[src/rtl/flappy_pkg.sv]
`default_nettype none
// ============================================================================
//  Module      : flappy_pkg
//  Description : Shared constants and types for the flappy game blocks:
//                screen/tube geometry and the tube scheduler state encoding.
//  Ports       : none (package)
//  Revision    : 1.0 - initial release
// ============================================================================
package flappy_pkg;

  localparam int SCREEN_W   = 1024;
  localparam int TUBE_WIDTH = 120;
  localparam int GAP_HEIGHT = 250;
  localparam int NUM_TUBES  = 3;
  localparam int BIRD1_X    = 180;

  // Width of a tube coordinate as seen by the renderer
  localparam int X_W = 11;

  typedef enum logic [1:0] {
    IDLE   = 2'd0,
    RUN    = 2'd1,
    SWEEP  = 2'd2,
    FROZEN = 2'd3
  } tube_state_t;

endpackage
`default_nettype wire

[src/rtl/tube_ctl_if.sv]
`default_nettype none
// ============================================================================
//  Module      : tube_ctl_if
//  Description : Game-side bundle between the tube scheduler and its user.
//  Signals     : frame_tick  - one-cycle frame pulse
//                start       - one-cycle (re)start pulse
//                hold        - level, freezes tube motion
//                tube_x      - 3 x 11-bit tube left edges
//                gap_y       - 3 x 11-bit gap top rows
//                running     - scheduler in RUN or SWEEP
//                pass_pulse  - one-cycle pulse when a tube is cleared
//  Modports    : master (game/controller side), slave (tube_ctl)
//  Revision    : 1.0 - initial release
// ============================================================================
interface tube_ctl_if;
  import flappy_pkg::*;

  logic                          frame_tick;
  logic                          start;
  logic                          hold;
  logic [NUM_TUBES-1:0][X_W-1:0] tube_x;
  logic [NUM_TUBES-1:0][X_W-1:0] gap_y;
  logic                          running;
  logic                          pass_pulse;

  modport master (
    output frame_tick, start, hold,
    input  tube_x, gap_y, running, pass_pulse
  );

  modport slave (
    input  frame_tick, start, hold,
    output tube_x, gap_y, running, pass_pulse
  );

endinterface
`default_nettype wire

[src/rtl/lfsr16.sv]
`default_nettype none
// ============================================================================
//  Module      : lfsr16
//  Description : Free-running 16-bit Fibonacci LFSR, taps 16/14/13/11,
//                right-shifting. Loads seed while rst is high.
//  Ports       : clk  - system clock
//                rst  - synchronous active-high reset
//                seed - reset value (must be non-zero)
//                q    - current LFSR state
//  Revision    : 1.0 - initial release
// ============================================================================
module lfsr16 (
  input  logic        clk,
  input  logic        rst,
  input  logic [15:0] seed,
  output logic [15:0] q
);

  logic [15:0] lfsr_q;
  logic [15:0] lfsr_d;

  // Taps 16/14/13/11 map to bits 0/2/3/5 in the right-shift form
  always_comb begin
    lfsr_d = {lfsr_q[0] ^ lfsr_q[2] ^ lfsr_q[3] ^ lfsr_q[5], lfsr_q[15:1]};
  end

  always_ff @(posedge clk) begin
    if (rst) begin
      lfsr_q <= seed;
    end else begin
      lfsr_q <= lfsr_d;
    end
  end

  assign q = lfsr_q;

endmodule
`default_nettype wire

[src/rtl/tube_ctl.sv]
`default_nettype none
// ============================================================================
//  Module      : tube_ctl
//  Description : Per-frame tube scheduler. On each accepted frame tick the
//                three tubes are swept one per cycle through one shared
//                move/wrap datapath. Tubes leaving the left edge are
//                recycled to the right with a pseudo-random gap, and a
//                pass pulse is raised when a tube's right edge crosses
//                PASS_X. All outputs are registered.
//  Ports       : clk  - system clock
//                rst  - synchronous active-high reset
//                bus  - tube_ctl_if.slave (frame_tick, start, hold in;
//                       tube_x, gap_y, running, pass_pulse out)
//  Revision    : 1.0 - initial release
// ============================================================================
module tube_ctl
  import flappy_pkg::*;
#(
  parameter int unsigned SPEED   = 2,
  parameter int unsigned SPACING = 400,
  parameter int unsigned GAP_MIN = 80,
  parameter int unsigned PASS_X  = 180,
  parameter logic [15:0] SEED    = 16'hACE1
) (
  input  logic       clk,
  input  logic       rst,
  tube_ctl_if.slave  bus
);

  localparam logic [11:0] C_SPEED   = 12'(SPEED);
  localparam logic [11:0] C_WRAP    = 12'(3 * SPACING - SPEED);
  localparam logic [11:0] C_TW      = 12'(TUBE_WIDTH);
  localparam logic [11:0] C_PASS    = 12'(PASS_X);
  localparam logic [10:0] C_GAP_MIN = 11'(GAP_MIN);

  localparam logic [NUM_TUBES-1:0][X_W-1:0] C_INIT_X = {
    11'(SCREEN_W + 2 * SPACING),
    11'(SCREEN_W + SPACING),
    11'(SCREEN_W)
  };
  localparam logic [NUM_TUBES-1:0][X_W-1:0] C_INIT_GAP = {NUM_TUBES{11'(GAP_MIN + 128)}};

  tube_state_t                   state_q, state_d;
  logic [1:0]                    idx_q, idx_d;
  logic [NUM_TUBES-1:0][X_W-1:0] tube_x_q, tube_x_d;
  logic [NUM_TUBES-1:0][X_W-1:0] gap_y_q, gap_y_d;
  logic                          pass_q, pass_d;
  logic                          running_q, running_d;

  logic [15:0] lfsr_q;
  logic        unused_lfsr_hi;

  logic [11:0] cur_x;
  logic [11:0] new_x;
  logic [10:0] new_gap;
  logic        wrap;
  logic        pass_hit;

  lfsr16 u_lfsr (
    .clk  (clk),
    .rst  (rst),
    .seed (SEED),
    .q    (lfsr_q)
  );

  // Only the low byte feeds the gap offset
  assign unused_lfsr_hi = ^lfsr_q[15:8];

  // Shared move/wrap datapath, operand selected by the sweep index
  always_comb begin
    case (idx_q)
      2'd1:    cur_x = {1'b0, tube_x_q[1]};
      2'd2:    cur_x = {1'b0, tube_x_q[2]};
      default: cur_x = {1'b0, tube_x_q[0]};
    endcase
    wrap = (cur_x < C_SPEED);
    if (wrap) begin
      new_x = cur_x + C_WRAP;
    end else begin
      new_x = cur_x - C_SPEED;
    end
    new_gap  = C_GAP_MIN + {3'b000, lfsr_q[7:0]};
    // A wrapped tube jumps off-screen right, so it can never count as passed
    pass_hit = !wrap && ((cur_x + C_TW) >= C_PASS) && ((new_x + C_TW) < C_PASS);
  end

  always_comb begin
    state_d  = state_q;
    idx_d    = idx_q;
    tube_x_d = tube_x_q;
    gap_y_d  = gap_y_q;
    pass_d   = 1'b0;

    if (bus.start) begin
      // Restart overrides everything, including a sweep in flight
      state_d  = RUN;
      idx_d    = 2'd0;
      tube_x_d = C_INIT_X;
      gap_y_d  = C_INIT_GAP;
    end else begin
      case (state_q)
        IDLE: begin
          state_d = IDLE;
        end
        RUN: begin
          if (bus.hold) begin
            state_d = FROZEN;
          end else if (bus.frame_tick) begin
            state_d = SWEEP;
            idx_d   = 2'd0;
          end
        end
        SWEEP: begin
          for (int i = 0; i < NUM_TUBES; i++) begin
            if (idx_q == 2'(i)) begin
              tube_x_d[i] = new_x[10:0];
              if (wrap) begin
                gap_y_d[i] = new_gap;
              end
            end
          end
          pass_d = pass_hit;
          // hold is only honoured once all three tubes are consistent
          if (idx_q == 2'(NUM_TUBES - 1)) begin
            idx_d   = 2'd0;
            state_d = bus.hold ? FROZEN : RUN;
          end else begin
            idx_d = idx_q + 2'd1;
          end
        end
        FROZEN: begin
          if (!bus.hold) begin
            state_d = RUN;
          end
        end
        default: begin
          state_d = IDLE;
        end
      endcase
    end

    running_d = (state_d == RUN) || (state_d == SWEEP);
  end

  always_ff @(posedge clk) begin
    if (rst) begin
      state_q   <= IDLE;
      idx_q     <= 2'd0;
      tube_x_q  <= C_INIT_X;
      gap_y_q   <= C_INIT_GAP;
      pass_q    <= 1'b0;
      running_q <= 1'b0;
    end else begin
      state_q   <= state_d;
      idx_q     <= idx_d;
      tube_x_q  <= tube_x_d;
      gap_y_q   <= gap_y_d;
      pass_q    <= pass_d;
      running_q <= running_d;
    end
  end

  assign bus.tube_x     = tube_x_q;
  assign bus.gap_y      = gap_y_q;
  assign bus.running    = running_q;
  assign bus.pass_pulse = pass_q;

endmodule
`default_nettype wire
[src/flat_wrapper.sv]
// flat-port wrapper written by rule: the top's interface ports become plain ports
module tube_ctl_flat import flappy_pkg::*;
#(
  parameter int unsigned SPEED   = 2,
  parameter int unsigned SPACING = 400,
  parameter int unsigned GAP_MIN = 80,
  parameter int unsigned PASS_X  = 180,
  parameter logic [15:0] SEED    = 16'hACE1
)
  (clk, rst, bus_frame_tick, bus_start, bus_hold, bus_tube_x, bus_gap_y, bus_running, bus_pass_pulse);
  tube_ctl_if bus_i ();
  input  logic clk;
  input  logic rst;
  input wire logic [$bits(bus_i.frame_tick)-1:0] bus_frame_tick;
  input wire logic [$bits(bus_i.start)-1:0] bus_start;
  input wire logic [$bits(bus_i.hold)-1:0] bus_hold;
  output wire logic [$bits(bus_i.tube_x)-1:0] bus_tube_x;
  output wire logic [$bits(bus_i.gap_y)-1:0] bus_gap_y;
  output wire logic [$bits(bus_i.running)-1:0] bus_running;
  output wire logic [$bits(bus_i.pass_pulse)-1:0] bus_pass_pulse;
  assign bus_i.frame_tick = bus_frame_tick;
  assign bus_i.start = bus_start;
  assign bus_i.hold = bus_hold;
  assign bus_tube_x = bus_i.tube_x;
  assign bus_gap_y = bus_i.gap_y;
  assign bus_running = bus_i.running;
  assign bus_pass_pulse = bus_i.pass_pulse;
  tube_ctl #(.SPEED(SPEED), .SPACING(SPACING), .GAP_MIN(GAP_MIN), .PASS_X(PASS_X), .SEED(SEED)) u_core (.clk(clk), .rst(rst), .bus(bus_i));
endmodule
[config.mk]
export PLATFORM = sky130hd
export DESIGN_NAME = tube_ctl_flat
export DESIGN_NICKNAME = d
export VERILOG_FILES = /design/src/rtl/flappy_pkg.sv /design/src/rtl/tube_ctl_if.sv /design/src/rtl/lfsr16.sv /design/src/rtl/tube_ctl.sv /design/src/flat_wrapper.sv
export SDC_FILE = /design/constraint.sdc
export NUM_CORES = 1
export LEC_CHECK = 0
export ABC_AREA = 1
export CORE_MARGIN = 3
export CORE_UTILIZATION = 47
export CTS_CLUSTER_SIZE = 28
export DETAILED_ROUTE_END_ITERATION = 7
export GPL_TIMING_DRIVEN = 0
export HOLD_SLACK_MARGIN = 0.03
export PLACE_DENSITY_LB_ADDON = 0.05
export SYNTH_ARGS = -nofsm -noshare
export SYNTH_HDL_FRONTEND = slang
export SYNTH_HIERARCHICAL = 1
export SYNTH_SLANG_ARGS = --single-unit
[constraint.sdc]
create_clock -name clk -period 2.45 [get_ports clk]
set_clock_uncertainty 0.2 [all_clocks]
set_input_delay 0.49 -clock clk [delete_from_list [all_inputs] [get_ports clk]]
set_output_delay 0.49 -clock clk [all_outputs]
set_load 0.01 [all_outputs]
## Word-level counts from Yosys, hierarchy flattened

Cells that the tools add are included.

| cells by class | value |
|---|---|
| reductions and logical operators | 16 |
| mux-type cells | 13 |
| equal/unequal tests | 9 |
| magnitude comparators | 3 |
| add/sub/neg operators | 6 |
| bitwise logic cells | 4 |

Operators by type and width:

| operator | number |
|---|---|
| $pmux W11 S2 | 1 |
| $mux W2 | 9 |
| $add A11 B11 Y12 const B | 1 |
| $add A11 B7 Y12 const B | 1 |
| $add A12 B7 Y12 const B | 1 |
| $ge A12 B8 Y1 const B | 1 |
| $lt A12 B8 Y1 const B | 1 |
| $mux W12 | 1 |
| $reduce_and A3 Y1 | 4 |
| $sub A11 B2 Y12 const B | 1 |
| $lt A11 B2 Y1 const B | 1 |
| $add A7 B8 Y9 const A | 1 |
| $eq A2 B2 Y1 const B | 4 |
| $pmux W2 S4 | 1 |
| $eq A2 B1 Y1 const B | 3 |
| $reduce_and A2 Y1 | 3 |
| $logic_not A2 Y1 | 2 |
| $ne A2 B2 Y1 const B | 2 |
| $pmux W2 S2 | 1 |
| $reduce_or A3 Y1 | 1 |
| $xor A1 B1 Y1 | 3 |
| $add A2 B1 Y2 const B | 1 |
| $logic_and A1 B1 Y1 | 2 |
| $reduce_bool A2 Y1 | 1 |
| 4 further kinds | 4 |

| storage, ports and cells | value |
|---|---|
| input port bits | 5 |
| output and inout port bits | 68 |
| bits in registers | 88 |

## Depth between registers and ports, before layout

Gate-level depths: netlist of the first run.

| depth | value |
|---|---|
| depth after elaboration | 7 |
| gate-level depth with buffers | 21 |

## Modules after synthesis

Netlist of the first run, hierarchy kept.

Modules (own cells, without submodules):

| module | instances | cells each | seq. area each (um^2) | area each (um^2) |
|---|---|---|---|---|
| tube_ctl | 1 | 467 | 1321.3 | 3306.9 |
| lfsr16 | 1 | 83 | 320.3 | 610.6 |

## Least setup slack after synthesis of the first run

OpenSTA, ideal clock, no wires.

| path | value |
|---|---|
| kind | register to register |
| start | register u_core.idx_q[0] |
| end | register u_core.pass_q, in the netlist u_core/bus.pass_pulse |
| data arrival time | 2.392 ns |
| stages on the path, launching flop included | 19 |
| slack | -0.259 ns |
| clock period less this slack | 2.709 ns |
| data required time | 2.133 ns |
| buffers on the path | 2 |
| path through | dfxtp_1 -> inv_1 -> ha_1 -> buf_6 -> or2_4 -> nand2_4 -> nand2_2 -> nor2_4 -> nand3_4 -> buf_6 -> nand2_1 -> ha_1 -> o21bai_1 -> inv_1 -> nand3_1 -> nand3_1 -> nand2_1 -> nand3_1 -> nor2_1 |

| between the ends | value |
|---|---|
| longest elaborated chain between the ends | 7 |

RTL lines:

| item | RTL line | source |
|---|---|---|
| start, declared | tube_ctl.sv:44 | `logic [1:0] idx_q, idx_d;` |
| start signal, assigned | tube_ctl.sv:155 | `idx_q <= idx_d;` |
| $eq A2 B2 Y1 / $eq A2 B1 Y1 (equally long branches) | tube_ctl.sv:71 | `case (idx_q)` |
| $pmux W11 S2 (*) | tube_ctl.sv:71 |  |
| $sub A11 B2 Y12 (tied with other cells) | tube_ctl.sv:80 | `new_x = cur_x - C_SPEED;` |
| $mux W12 | tube_ctl.sv:77 | `if (wrap) begin` |
| $add A12 B7 Y12 | tube_ctl.sv:84 | `pass_hit = !wrap && ((cur_x + C_TW) >= C_PASS) && ((new_x + C_TW) < C_PASS);` |
| $lt A12 B8 Y1 | tube_ctl.sv:84 |  |
| $logic_and A1 B1 Y1 (*) | tube_ctl.sv:84 |  |
| end signal, assigned | tube_ctl.sv:158 | `pass_q <= pass_d;` |
| end, declared | tube_ctl.sv:47 | `logic pass_q, pass_d;` |

Every way passes the cells marked *; elsewhere a longest branch is shown, timed or not.
A chain may end at the register's enable or synchronous reset.

## Worst setup path after layout of the first run

| path | value |
|---|---|
| start | register u_core.idx_q[1] |
| end | register u_core.pass_q, in the netlist u_core/bus.pass_pulse |

The elaborated chain is that of the path after synthesis.

==> metrics.txt, run 1 <==
failing checks negative setup slack; total wire length after detailed routing between 10 and 15 mm; first-pass GRT wire length between 15 and 20 mm; CP Launch Type register; htree depth 3; dpl cells 738; Cell Pwr Density ~480 nW/µm²; Arrival @ worst endpoint 2900 ps; area of the multi-input gates around 2500 µm²; row count 32; Clock Latency Late Sink 350 ps; final period utilization 115%; Final Hold Vio Count 0; IO Port Bufs between 60 and 70; Routed Antenna Nets 0; clk buf depth 2; IO Pins 73; static leakage ~2.6 nW; CP Cell Sequence inv_2, ha_4, clkinvlp_4, buf_12, nand2_1, nand2_1, nor2_1, nand2_1, nor2_2, nand3_2, nand2_1, nand2_1, nand3_1, nand3_1, nand2_1, nand3_2, nor2_2; slew margin rel. 49.7%; per-cell routed wire length about 16 µm; met2 Resource Use GR between 40% and 50%; Overflow after GRT 0; most frequent cells in the layout nand2_1, dfxtp_1, clkdlybuf4s50_1; GRT Total Usage approximately a quarter; Worst VDD drop ~0.00044 V; top cell type's share of synthesized area approximately two fifths; Worst path slowest cell dfxtp_2; Crit. End Element register; maximum clock rate 0.356 GHz; grt met1 use around 29%; # diodes 0; final core occ approximately 76%; fin crit period about 2800 ps; Reg clk slew, reported paths roughly 90 ps; Final nets about 700; GPL Wtd Cong about 0.9; starting density of the core between 40% and 50%; Die X 97.3 µm; WS Path Type reg -> reg; number of global-route vias before repair approximately 3.8k; most common cell after layout, fill and taps aside nand2_1; DR vias between 4k and 5k; die area about 9500 µm²; Yosys warning count 6; Finished Layout Cells 795; max-capacitance violation count 0; FF/Latch Area around 1600 µm²; drt pass-1 iters 5; Tightest Pin Transition between 700 and 800 ps; CTS root buffer clkbuf_8; worst min-delay path category reg -> reg; slowest stage delay, CP around 360 ps; ys async rst share 0%; number of synthesized register bits approximately 80; RSZ-0062 raised after global routing true; Post-route DRC 0; critical path data required time 2540 ps; P&R area growth vs syn 53.1%; Final setup violation count 31; Post-synth EDFFs 0; CP dominant cell by count nand2_1; largest net degree at the start of global routing 15; fill count between 500 and 600; worst setup margin -359 ps; Core Region just under 8000 µm²; TritonCTS clock tree yes; fraction of layout cells with a size suffix above 1 28.7%; Synth Area per Inst about 7.1 µm²; Synth Cell Area just under 4000 µm²; initial antenna violation count 0; post-synth cell types 38; DR iter-0 viols between 200 and 250; delay-heaviest family, CP simple AND/OR/NAND/NOR gates; Synth area leaders dfxtp_1, nand2_1, o21ai_0; Slew Limit Fails 0; die height about 100 µm; CP max FO 4; cts bufs inserted 9; sequential element share of the synthesized area about two fifths; status complete, but fails checks; CTS sink cnt 82; post-synthesis instance total between 500 and 600; met3 GRT Util under 10%; largest area contributor in the netlist dfxtp_1; vias per inst around 5.2; post-route cell area approximately 6000 µm²; DP HPWL 7.87 mm; Total Power roughly 2.9 mW; setup TNS -3040 ps; Synth Flop Type dfxtp_1; Area after DPL just under 5000 µm²; GRT busiest layer met2; sum of buffers and inverters on the critical path 3
[state kept, by name, indices dropped and copies added (netlist names)]
signal and flops:
u_core/bus.tube_x 33, u_core/bus.gap_y 27, u_core/u_lfsr/q 16, u_core/idx_q 2, u_core/state_q 2, u_core/bus.pass_pulse 1, u_core/bus.running 1
[worst reg2reg max path, cell delays in order (launching register included)]
cell        delay (ps)
dfxtp_2            360
inv_2               60
ha_4               310
clkinvlp_4         200
buf_12             190
nand2_1             60
nand2_1            140
nor2_1             140
nand2_1             90
nor2_2             230
nand3_2            150
nand2_1            130
nand2_1             60
nand3_1             90
nand3_1             70
nand2_1             90
nand3_2             80
nor2_2             110
[area by class of cell]
cell class                 count  area share (%)
buffer                        27            3.86
clock buffer                  10            2.13
clock inverter                 6            1.09
inverter                      51            3.46
multi-input combinational    410            42.2
sequential                    82            27.4
tap                          102            2.13
timing repair buffer         107            17.7
[report_power, final]
group / internal (mW) / total, mW / switching (mW)
Sequential: 1.37 / 1.40 / 0.0375
Clock: 0.473 / 0.964 / 0.491
Combinational: 0.207 / 0.503 / 0.296
Total: 2.05 / 2.87 / 0.824
[metal layers]
layer  vias up  wire, µm
li1       2022         -
met1      1960      4960
met2       149      6390
met3        32       718
met4         0       315
met5         -         0
[cell usage after synthesis, drive strengths merged (4+ instances only)]
cell type / instances
nand4: 4
nand2: 156
dfxtp: 82
clkbuf: 10
ha: 8
or2: 6
a21oi: 41
nor2: 65
buf: 17
o211ai: 8
inv: 51
o21ai: 58
nand3: 28
[per-stage QoR]
stage	worst slack, ps	hold WS, ps
after floorplan	-69.6	196
after global placement	-382	210
after detailed placement	-487	208
after CTS	-201	231
after global routing	-479	255
final	-359	226
[what timing repair did]
| item | CTS | global route |
|---|---|---|
| pin swaps | 22 | 50 |
| endpoints found under the setup margin | 34 | 44 |
| buffers inserted | 26 | 12 |
| resized for setup | 42 | 135 |
| cloned | 1 | 3 |
| hold buffers | 0 | 0 |
[final timing paths]
| path | from | to | slack [ps] | cells after the start |
|---|---|---|---|---|
| worst max register to register | u_core/idx_q[1] | u_core/bus.pass_pulse | -360 | 17 |
| worst min-delay path | u_core/u_lfsr/q[10] | u_core/u_lfsr/q[9] | 230 | 2 |
| worst max-delay path | u_core/idx_q[1] | u_core/bus.pass_pulse | -360 | 17 |
| worst min register to register | u_core/u_lfsr/q[10] | u_core/u_lfsr/q[9] | 230 | 2 |
[logic make-up after synthesis]
| logic type | count (synthesis) | synth area share (%) |
|---|---|---|
| AOI/OAI and AO/OA | 115 | 15.8 |
| xor gates and xnor gates | 2 | 0.447 |
| adders and majority gates | 8 | 2.56 |
| buffers and inverters | 78 | 9.61 |
| DFF | 82 | 41.9 |
| other | 2 | 0.192 |
| and+or+nand+nor | 263 | 29.5 |
Power figures use the tool's default switching activity.
==> run 2, diff against run 1 <==
- GPL_TIMING_DRIVEN: 0 -> default
- SKIP_CTS_REPAIR_TIMING: default -> 1
==> metrics.txt, run 2 (synthesis results as in run 1) <==
hold endpoint u_core/u_lfsr/q[8]; DP HPWL 8.02 mm (+2.0%); final core occ 70.2% (-5.8 points); die height 97.3 µm (unchanged); Worst VDD drop 0.000361 V (-17%); final period utilization 107% (-8.0 points); R2R cell count 17 (unchanged); grt met1 use 29.5% (+0.58 points); Overflow after GRT 0 (unchanged); clock share of power 32.8% (-0.8 points); htree depth 3 (unchanged); TritonCTS clock tree yes; worst min-delay path category reg -> reg; worst setup margin -164 ps (+195 ps); max-capacitance violation count 0 (unchanged); hold depth 2 (unchanged); FF/Latch Area 1650 µm² (+0.30%); vias per inst 5.07 (-3.2%); Final Hold Vio Count 0 (unchanged); Die X 97.3 µm (unchanged); GRT busiest layer met2; starting density of the core 49.7% (unchanged); most common cell after layout, fill and taps aside nand2_1; post-route cell area 5540 µm² (-7.6%); cts bufs inserted 9 (unchanged); GPL Wtd Cong 0.943 (+2.8%); CP max FO 8 (+4); Area after DPL 5030 µm² (+4.1%); sw frac 29.8% (+1.1 points); P&R area growth vs syn 41.4%; DR vias 3969 (-4.7%); largest net degree at the start of global routing 45 (+30); number of global-route vias before repair 3673 (-2.9%); Arrival @ worst endpoint 2670 ps (-230 ps); Final nets 689 (-1.7%); fin crit period 2610 ps (-195 ps); Tightest Pin Transition 746 ps (-8.66 ps); Clock Latency Late Sink 350 ps (about the same); IO Port Bufs 66 (unchanged); total wire length after detailed routing 11.4 mm (-8.3%); per-cell routed wire length 14.5 µm (-6.9%); part of the power in registers 50.8% (+1.9 points); Core Region 7890 µm² (unchanged); hold path startpoint u_core/u_lfsr/q[9]; P_sw 818 µW (-0.71%); number of flip-flops in the largest register 33 (unchanged); reg2reg setup slack -160 ps (+190 ps); fraction of layout cells with a size suffix above 1 21.7% (-7.0 points); Comb pwr share 16.4% (-1.1 points); Post-route DRC 0 (unchanged); Cell Pwr Density 496 nW/µm² (+3.6%); Routed Antenna Nets 0 (unchanged); drt pass-1 iters 5 (unchanged); met2 Resource Use GR 39.4% (-2.5 points); dpl ws -213 ps (+274 ps); WS Path Type reg -> reg; Total Power 2.75 mW (-4.3%); met3 GRT Util 5.53% (+1.3 points); status complete, but fails checks; most frequent cells in the layout nand2_1, dfxtp_1, clkdlybuf4s50_1; area of the multi-input gates 2250 µm² (-11%); # diodes 0 (unchanged); static leakage 2.52 nW (-2.7%); Crit. End Element register; maximum clock rate 0.383 GHz (+7.5%); failing checks negative setup slack; die area 9470 µm² (unchanged); initial antenna violation count 0 (unchanged); first-pass GRT wire length 17.9 mm (-3.2%); Reg clk slew, reported paths 90 ps (about the same); critical path data required time 2500 ps (-40 ps); GRT Total Usage 23.3% (-0.75 points); clk buf depth 2 (unchanged); CTS root buffer clkbuf_8; row count 32 (unchanged); CP Launch Type register; internal power 1.93 mW (-5.7%); Final setup violation count 6 (-81%); worst r2r dst u_core/bus.pass_pulse; IO Pins 73 (unchanged); fill count 659 (+15%); slew margin rel. 50.2% (+0.52 points); DR iter-0 viols 258 (+10%); Slew Limit Fails 0 (unchanged); CTS sink cnt 82 (unchanged); worst reg2reg path startpoint u_core/idx_q[0]; RSZ-0062 raised after global routing true
[run 2: cell types whose count changed in the layout (fill, tap and decap cells not counted), moves of 7 or more]
cell and delta:
buf_4 +15, buf_6 -12, clkbuf_1 -11, nand2_1 +14, nand2_4 -7, nor2_1 +20
nor2_2 -7, nor2_4 -13, o21ai_0 +9, o21ai_2 -7
[run 2: per-stage QoR]
stage | cells | hold slack [ps] | setup TNS (ps)
floorplan | 570 | 196 | -69.6
global placement | 759 | 208 | -369
detailed placement | 759 | 213 | -855
CTS | 775 | 236 | -1010
global route | 783 | 254 | -2530
finish | 783 | 229 | -272
[run 2: power groups by stage]
stage,Sequential (mW),Combinational [mW],Clock [mW]
2_1_floorplan,1.42,0.248,0
3_3_place_gp,1.43,0.366,0
3_5_place_dp,1.43,0.374,0
4_1_cts,1.40,0.376,0.926
5_1_grt,1.40,0.494,0.987
6_report,1.39,0.450,0.902
[run 2: metal layers]
| layer | share of wire [%] | wire [µm] | vias up |
|---|---|---|---|
| met4 | 1.5 | 174 | 0 |
| li1 | - | - | 1997 |
| met5 | 0 | 0 | - |
| met3 | 6.1 | 696 | 15 |
| met1 | 42 | 4820 | 1849 |
| met2 | 50 | 5660 | 108 |
[run 2: how the worst max path moves through the flow]
stage / start / endpoint / slack (ps) / cells past startpoint
2_1_floorplan: u_core/idx_q[1] / u_core/bus.pass_pulse / -70 / 18
3_3_place_gp: u_core/idx_q[1] / u_core/bus.pass_pulse / -130 / 17
3_5_place_dp: u_core/idx_q[1] / u_core/bus.pass_pulse / -210 / 19
4_1_cts: u_core/idx_q[1] / u_core/bus.pass_pulse / -240 / 19
5_1_grt: u_core/idx_q[0] / u_core/bus.pass_pulse / -250 / 17
6_report: u_core/idx_q[0] / u_core/bus.pass_pulse / -160 / 17
[run 2: cell type report]
type	instances	share of cell area [%]
Multi-Input combinational cell	410	40.6
Sequential cell	82	29.8
Timing Repair Buffer	122	20.5
Inverter	51	3.64
Tap cell	102	2.30
Clock buffer	9	2.24
Clock inverter	7	0.926
[run 2: worst max-delay path, stage by stage (launching register included)]
cell	delay, ps
dfxtp_4	390
inv_4	50
ha_4	260
buf_12	140
or2_4	270
nand2_8	90
nand2_4	70
nor2_4	130
nand3_4	120
nand2_4	100
ha_4	190
o21bai_4	160
inv_1	50
nand3_1	60
nand3_1	80
nand2_1	50
nand3_1	60
nor2_1	40
==> run 3, diff against run 2 <==
- ABC_AREA: 1 -> 0
- HOLD_SLACK_MARGIN: 0.03 -> default
==> metrics.txt, run 3 <==
Arrival @ worst endpoint 3210 ps (+540 ps); starting density of the core 48.5% (-1.1 points); CP max FO 7 (-1); post-synthesis instance total 397 (-28%); sum of buffers and inverters on the critical path 3 (unchanged); maximum clock rate 0.316 GHz (-17%); TritonCTS clock tree yes; Post-route DRC 0 (unchanged); post-synth cell types 49 (+29%); Hold Worst Slack 266 ps (+37.6 ps); DR vias 3319 (-16%); final core occ 71.8% (+1.6 points); WP depth 14 (-3); initial antenna violation count 0 (unchanged); static leakage 2.47 nW (-2.1%); Clock Latency Late Sink 350 ps (about the same); number of global-route vias before repair 3250 (-12%); Yosys warning count 6 (unchanged); total wire length after detailed routing 9.97 mm (-12%); sequential element share of the synthesized area 43.6% (+1.7 points); hold endpoint u_core/u_lfsr/q[10]; Finished Layout Cells 662 (-15%); largest net degree at the start of global routing 46 (+2.2%); die area 9130 µm² (-3.6%); failing checks negative setup slack; GPL Wtd Cong 0.887 (-5.9%); R2R cell count 14 (-3); Post-synth EDFFs 0 (unchanged); vias per inst 5.01 (-1.1%); GRT Total Usage 22.0% (-1.3 points); worst min-delay path category reg -> reg; Final nets 568 (-18%); Die X 95.5 µm (-1.8%); top cell type's share of synthesized area 43.6% (+1.7 points); delay-heaviest family, CP compound AO/OA/AOI/OAI gates; ys async rst share 0% (unchanged); IO Port Bufs 66 (unchanged); IO Pins 73 (unchanged); hold depth 1 (-1); status complete, but fails checks; Final setup violation count 46 (+40); max-capacitance violation count 0 (unchanged); WS Path Type reg -> reg; largest area contributor in the netlist dfxtp_1; slowest stage delay, CP 370 ps (-20 ps); CTS root buffer clkbuf_8; Cell Pwr Density 481 nW/µm² (-3.0%); critical path data required time 2490 ps (about the same); worst r2r dst u_core/bus.pass_pulse; CP Launch Type register; Synth Area per Inst 9.49 µm² (+33%); CP Cell Sequence inv_4, ha_4, buf_6, nor2_1, a21o_4, ha_2, nor2b_1, nor3_2, buf_4, mux2i_4, xnor2_4, nor3b_4, o221ai_2, a2111oi_2; Slew Limit Fails 0 (unchanged); DP HPWL 6.88 mm (-14%); hold path startpoint u_core/u_lfsr/q[11]; Synth area leaders dfxtp_1, nor2_1, mux2i_1; Worst VDD drop 0.000372 V (+3.3%); Routed Antenna Nets 0 (unchanged); RSZ-0062 raised after global routing true; Synth Cell Area 3770 µm² (-3.8%); Worst path slowest cell dfxtp_4; Core Region 7770 µm² (-1.5%); Overflow after GRT 0 (unchanged); top cells by count, synth dfxtp_1, nor2_1, nand2_1; reg2reg setup slack -720 ps (-550 ps); number of flip-flops in the largest register 33 (unchanged); worst reg2reg path startpoint u_core/idx_q[0]; drt pass-1 iters 4 (-1); Synth Flop Type dfxtp_1; most frequent cells in the layout buf_4, dfxtp_1, clkdlybuf4s50_1; dpl cells 631 (-17%); first-pass GRT wire length 15.6 mm (-13%); row count 32 (unchanged); # diodes 0 (unchanged); slew margin rel. 39.9% (-10 points); Reg clk slew, reported paths 90 ps (about the same); CTS sink cnt 82 (unchanged); DR iter-0 viols 172 (-33%); top-count cell post-synth dfxtp_1; fill count 601 (-8.8%); per-cell routed wire length 15.1 µm (+3.8%); P&R area growth vs syn 48.0%; fin crit period 3170 ps (+553 ps); fraction of layout cells with a size suffix above 1 29.6% (+7.9 points); worst setup margin -717 ps (-553 ps); htree depth 3 (unchanged); Crit. End Element register; die height 95.5 µm (-1.8%); Tightest Pin Transition 901 ps (+155 ps); final period utilization 129% (+23 points); cts bufs inserted 9 (unchanged); number of synthesized register bits 82 (unchanged); Final Hold Vio Count 0 (unchanged); clk buf depth 2 (unchanged)
run 3: worst max path at each step:
stage | slack, ps | start | endpoint
4_1_cts | -770 | u_core/idx_q[1] | u_core/bus.pass_pulse
2_1_floorplan | -620 | u_core/idx_q[1] | u_core/bus.pass_pulse
5_1_grt | -860 | u_core/idx_q[1] | u_core/bus.pass_pulse
3_3_place_gp | -620 | u_core/idx_q[1] | u_core/bus.pass_pulse
3_5_place_dp | -740 | u_core/idx_q[1] | u_core/bus.pass_pulse
6_report | -720 | u_core/idx_q[0] | u_core/bus.pass_pulse
run 3: cell families after synthesis:
group / Yosys count / synth area share, %
XOR/XNOR: 11 / 3.05
buffers and inverters: 36 / 5.48
flip-flops: 82 / 43.6
AO/OA/AOI/OAI: 89 / 16.5
AND/OR/NAND/NOR: 128 / 15.2
other: 2 / 0.199
multiplexers: 41 / 13.4
adder cells (fa/ha/maj): 8 / 2.66
run 3: cell type report:
cell class / count / area, µm² / area share (%)
clock inverter: 7 / 53.8 / 0.964
inverter: 7 / 28.8 / 0.516
timing repair buffer: 156 / 1440 / 25.8
multi-input combinational: 299 / 2160 / 38.7
sequential: 82 / 1650 / 29.5
clock buffer: 9 / 124 / 2.22
tap: 102 / 128 / 2.29
run 3: where the power goes:
| part | internal [mW] | switching (mW) |
|---|---|---|
| Clock | 0.373 | 0.519 |
| Combinational | 0.203 | 0.194 |
| Sequential | 1.37 | 0.0287 |
run 3: per-layer routing:
metal | GRT usage, % | up-vias | wire length (µm)
li1 | - | 1686 | -
met1 | 28.1 | 1536 | 4360
met2 | 36.9 | 82 | 4980
met3 | 4.66 | 15 | 485
met4 | 7.23 | 0 | 146
met5 | 0 | - | 0
run 3: metrics by stage:
step | power, mW | setup TNS (ps) | worst slack, ps | area, µm²
2_1_floorplan | 1.65 | -2230 | -621 | 3900
3_3_place_gp | 1.78 | -7540 | -619 | 5090
3_5_place_dp | 1.78 | -9820 | -744 | 5090
4_1_cts | 2.67 | -11430 | -772 | 5270
5_1_grt | 2.79 | -16050 | -861 | 5580
6_report | 2.68 | -10060 | -717 | 5580
